### src/rtl/freq_regulator_p.sv
// freq_regulator_p: measures psi high-time and nudges a clamped divider toward setPeriod.
// Optional proportional step is enabled by defining FREQ_REG_PROP_EN.
module freq_regulator_p #(
  parameter int CNT_W    = 16,
  parameter int DIV_W    = 8,
  parameter int DIV_INIT = 127,
  parameter int DIV_MIN  = 1,
  parameter int DIV_MAX  = 254,
  parameter int TOL      = 0,
  parameter int LOCK_N   = 4,
  parameter int SHIFT    = 2,
  parameter int STEP_MAX = 16
) (
  input  logic             clk,
  input  logic             rst,
  input  logic             psi,
  input  logic [CNT_W-1:0] setPeriod,
  output logic             inc,
  output logic             dec,
  output logic             meas_valid,
  output logic [CNT_W-1:0] measured,
  output logic [DIV_W-1:0] adjustedDiv,
  output logic             locked,
  output logic             sat,
  output logic             ovf
);
  typedef enum logic [1:0] {SYNC, IDLE, HIGH} state_t;
  state_t state, state_n;
  logic [CNT_W-1:0] count, count_n;
  logic [7:0] lock_cnt, lock_inc;
  logic fin, full, over, under, sat_hi, sat_lo, sat_n;
  logic signed [CNT_W:0] err, tol;
  logic [DIV_W-1:0] step, div_n;
  logic [DIV_W:0] up;
  assign full = count == {CNT_W{1'b1}};
  assign fin = state == HIGH && !psi;
  assign tol = signed'((CNT_W+1)'(TOL));
  assign err = signed'({1'b0, count}) - signed'({1'b0, setPeriod});
  // A saturated count is treated as too long regardless of the deadband.
  assign over = full || err > tol;
  assign under = !full && err < -tol;
`ifdef FREQ_REG_PROP_EN
  logic [CNT_W:0] mag, shr;
  assign mag = unsigned'(err[CNT_W] ? -err : err);
  assign shr = mag >> SHIFT;
  assign step = DIV_W'(shr > (CNT_W+1)'(STEP_MAX) ? (CNT_W+1)'(STEP_MAX) : shr == '0 ? (CNT_W+1)'(1) : shr);
`else
  assign step = DIV_W'(1);
`endif
  // One extra bit keeps the sum and the lower-bound test free of wrap-around.
  assign up = {1'b0, adjustedDiv} + {1'b0, step};
  assign sat_hi = up > (DIV_W+1)'(DIV_MAX);
  assign sat_lo = {1'b0, adjustedDiv} < {1'b0, step} + (DIV_W+1)'(DIV_MIN);
  assign div_n = over ? (sat_hi ? DIV_W'(DIV_MAX) : up[DIV_W-1:0])
               : under ? (sat_lo ? DIV_W'(DIV_MIN) : adjustedDiv - step) : adjustedDiv;
  assign sat_n = over ? sat_hi : under && sat_lo;
  assign lock_inc = lock_cnt == 8'(LOCK_N) ? lock_cnt : lock_cnt + 8'd1;
  always_comb begin
    state_n = state;
    count_n = count;
    case (state)
      SYNC: state_n = psi ? SYNC : IDLE;
      IDLE: begin
        state_n = psi ? HIGH : IDLE;
        count_n = psi ? CNT_W'(1) : count;
      end
      HIGH: begin
        state_n = psi ? HIGH : IDLE;
        count_n = psi && !full ? count + CNT_W'(1) : count;
      end
      default: state_n = SYNC;
    endcase
  end
  always_ff @(posedge clk or negedge rst) begin
    if (!rst) begin
      state <= SYNC;
      count <= '0;
      lock_cnt <= '0;
      measured <= '0;
      adjustedDiv <= DIV_W'(DIV_INIT);
      inc <= 1'b0;
      dec <= 1'b0;
      meas_valid <= 1'b0;
      locked <= 1'b0;
      sat <= 1'b0;
      ovf <= 1'b0;
    end else begin
      state <= state_n;
      count <= count_n;
      meas_valid <= fin;
      inc <= fin && over;
      dec <= fin && under;
      sat <= fin && sat_n;
      ovf <= fin && full;
      if (fin) begin
        measured <= count;
        adjustedDiv <= div_n;
        lock_cnt <= over || under ? 8'd0 : lock_inc;
        locked <= !(over || under) && lock_inc == 8'(LOCK_N);
      end
    end
  end
endmodule

### config.mk
export PLATFORM = sky130hd
export DESIGN_NAME = freq_regulator_p
export DESIGN_NICKNAME = d
export VERILOG_FILES = /design/src/rtl/freq_regulator_p.sv
export SDC_FILE = /design/constraint.sdc
export NUM_CORES = 1
export LEC_CHECK = 0
export BUFFER_PORTS_ARGS = -buffer_cell sky130_fd_sc_hd__buf_2
export CELL_PAD_IN_SITES_DETAIL_PLACEMENT = 1
export CELL_PAD_IN_SITES_GLOBAL_PLACEMENT = 1
export CORE_MARGIN = 1
export CORE_UTILIZATION = 40
export CTS_CLUSTER_DIAMETER = 30
export DETAILED_ROUTE_END_ITERATION = 10
export PLACE_DENSITY_LB_ADDON = 0.1
export SYNTH_ARGS = -nofsm -noshare
export SYNTH_HDL_FRONTEND = slang
export SYNTH_SLANG_ARGS = --single-unit
export TNS_END_PERCENT = 30
### constraint.sdc
create_clock -name clk -period 3.78 [get_ports clk]
set_input_delay 0 -clock clk [delete_from_list [all_inputs] [get_ports clk]]
set_output_delay 0 -clock clk [all_outputs]
set_load 0.05 [all_outputs]
==> out/metrics.csv <==
stage;metric;value;unit
status;status;complete, no violations;
floorplanning;core area;9860;sq um
route;Wirelength per Cell;17.1;microns
logic_synthesis;leading cell types by total area after synthesis;dfrtp_1 (30%), nand2_1 (8.7%), ha_1 (7.9%), dfstp_2 (4.5%), nor2_1 (3.4%);
clock_network;htree depth;2;
timing;worst-margin pin slew;761;ps
logic_synthesis;number of synthesized register bits;56;
setup_path;Critical Path Fanout Max;7;
grt;first-pass GRT wire length;20000;microns
floorplanning;Die Ht;104;microns
route;Routed WL;11700;microns
logic_synthesis;Synth top cells by count;nand2_1 (95), dfrtp_1 (49), nor2_1 (37);
timing;fmax;285;MHz
grt;initial antenna violation count;0;
logic_synthesis;ys async rst share;100;%
clock_network;Clock Pin Slew Worst Setup and Hold Paths;100;ps
layout;# fillers;1252;
setup_path;CP endpoint kind;flip-flop;
setup_path;Worst EP arrival;3760;ps
route;1st-iter DRT viols;111;
timing;Period minus WS final;3510;ps
floorplanning;# IOs;49;
logic_synthesis;EDFF count, synth;0;
pwr;Peak VDD IR;300;uV
min_path;hold crit path type;in2async;
layout;Post-Layout Inst Area;4640;sq um
grt;All-Layer GR Usage;22.8;%
logic_synthesis;synthesized area per cell;8.16;sq um
place;dpl hpwl;8870;microns
clock_network;CTS Sinks;56;
floorplanning;row count;36;
pwr;Lkg Pwr;2.28;nW
pwr;pwr/cell area;442;nW/um^2
timing;setup TNS;0;ps
logic_synthesis;cell area after synthesis;4120;sq um
timing;final setup fails;0;
layout;layout net count;597;
place;Final Wtd Congestion;0.844;
setup_path;CP Class;reg2reg;
pwr;Pwr Total;2.05;mW
setup_path;crit path cell chain;inv_1 -> ha_1 -> fa_1 -> nand2b_1 -> a211oi_2 -> o31ai_1 -> a221oi_1 -> o21ai_1 -> and2_1 -> buf_4 -> nand2_1 -> inv_2 -> or4b_1 -> a21oi_1;
floorplanning;Die Area;10700;sq um
clock_network;post-CTS setup buffer count;0;
setup_path;Worst Reg-to-Reg Cells;14;
setup_path;Crit path largest cell delay;500;ps
route;DRC Markers;0;
clock_network;CTS tree;yes;
clock_network;Root Driver;clkbuf_8;
logic_synthesis;Mapped Cells;505;
clock_network;clk_lat worst skew;310;ps
floorplanning;initial core utilization;41.8;%
timing;RSZ-0062 raised after global routing;false;
logic_synthesis;Yosys cell types;77;
route;Routed Antenna Nets;0;
clock_network;Longest Clk Path Bufs;2;
timing;Worst Skew;6.21;ps
clock_network;TritonCTS Buffers;5;
timing;Hold Vio Cnt, Final;0;
setup_path;type of origin of the critical path;flip-flop;
logic_synthesis;area share of the largest cell type after synthesis;29.8;%
route;DRT Pass-1 Iters;4;
layout;Area Growth Syn to Fin;12.5;%
logic_synthesis;count leader, synth;nand2_1;
route;via count;3806;
grt;vias in the first global route;4004;
layout;fraction of layout cells with a size suffix above 1;16.7;%
timing;Final Slew Violations;0;
timing;Slew headroom;49.3;%
setup_path;Crit path required time;4030;ps
logic_synthesis;net count after synthesis;551;
logic_synthesis;largest area contributor in the netlist;dfrtp_1;
grt;grt total ovfl;0;
layout;ANT cells;0;
timing;Fin Hold WS;356;ps
logic_synthesis;top_reg_cell synth;dfrtp_1;
logic_synthesis;Synth warnings;0;
setup_path;Slowest cell on crit path;or4b_1;
grt;largest net degree at the start of global routing;57;
layout;final core occ;47.0;%
logic_synthesis;register area share after synthesis;34.2;%
timing;Tcrit/Tclk final;92.8;%
floorplanning;DIE WIDTH;104;microns
flow_run;Max-cap violations;0;
place;number of port buffers;48;
place;area post-placement;4500;sq um
route;Via density;5.56;
==> what timing repair did <==
item                       4_1_cts  5_1_grt
hold endpoints to repair        51        0
setup endpoints to repair        0       12
hold buffers                     2        0
gates resized for setup          0        1
==> report_power, final <==
group / leakage [nW] / switching [mW] / internal [mW] / total [mW]
combinational: 1.49 / 0.570 / 0.265 / 0.836
clock: 0.0552 / 0.206 / 0.197 / 0.403
sequential: 0.743 / 0.115 / 0.694 / 0.809
==> worst paths after layout <==
| check | from | endpoint | slack (ps) |
|---|---|---|---|
| worst max-delay path | count[0] | adjustedDiv[5] | 270 |
| worst min register to register | measured[9] | measured[9] | 480 |
| min in group clk | setPeriod[15] | adjustedDiv[4] | 400 |
| worst max register to register | count[0] | adjustedDiv[5] | 270 |
| max in group asynchronous | rst | count[4] | 2900 |
| worst min-delay path | rst | lock_cnt[4] | 360 |
==> routing by layer <==
layer  track usage [%]  share of wire, %
met5                 0                 0
met4              5.59               1.3
met3              2.33               1.8
met2              40.6                50
met1              29.4                47
==> worst max-delay path: cells and delay by family (launching register included) <==
kind,cells,cell delay (ps)
compound gates,5,1030
fa+ha+maj,2,610
buf+inv,3,340
flops,1,450
simple gates,4,1000
==> kinds of logic (layout without fill, tap and decap cells) <==
group,count (synthesis),in the layout,synth area share [%]
and+or+nand+nor,231,231,27.1
AOI/OAI and AO/OA,124,124,21.9
DFF,56,56,34.2
buffers and inverters,52,99,5.16
adders and majority gates,27,27,8.38
xor gates and xnor gates,12,12,2.55
muxes,3,3,0.759
==> state kept, by name, indices dropped and copies added, names as in the netlist <==
signal / flops
adjustedDiv: 8
sat: 1
inc: 1
count: 16
dec: 1
state: 2
measured: 16
locked: 1
ovf: 1
meas_valid: 1
lock_cnt: 8
==> layout by cell type, fill, tap and decap left out, drive strengths merged, types with 5 or more instances in the layout <==
| cell | netlist | final |
|---|---|---|
| nand2 | 95 | 95 |
| nor3 | 14 | 14 |
| clkbuf | 12 | 6 |
| inv | 32 | 32 |
| and3 | 6 | 6 |
| a21oi | 23 | 23 |
| nand4 | 6 | 6 |
| or2 | 6 | 6 |
| xor2 | 5 | 5 |
| nand3 | 25 | 25 |
| o21ai | 30 | 30 |
| dfstp | 7 | 7 |
| or3 | 5 | 5 |
| nand2b | 9 | 9 |
| o211ai | 7 | 7 |
| buf | 8 | 57 |
| xnor2 | 7 | 7 |
| ha | 26 | 26 |
| a21o | 15 | 15 |
| o31ai | 7 | 7 |
| and2 | 6 | 6 |
| a211oi | 5 | 5 |
| nor2 | 38 | 38 |
| dfrtp | 49 | 49 |
==> layout make-up <==
class / count / area, sq um / share of cell area [%]
Multi-Input combinational cell: 397 / 2500 / 54.0
Sequential cell: 56 / 1410 / 30.4
Timing Repair Buffer: 59 / 328 / 7.07
Tap cell: 133 / 166 / 3.59
Inverter: 32 / 120 / 2.59
Clock buffer: 6 / 72.6 / 1.57
Clock inverter: 2 / 35.0 / 0.756
==> through the flow <==
stage          worst slack [ps]  std cells
6_report                    271        685
5_1_grt                    45.2        685
4_1_cts                     130        685
3_5_place_dp                154        675
3_3_place_gp                237        675
2_1_floorplan               620        505
No activity file was read; power rests on OpenSTA's default activity.
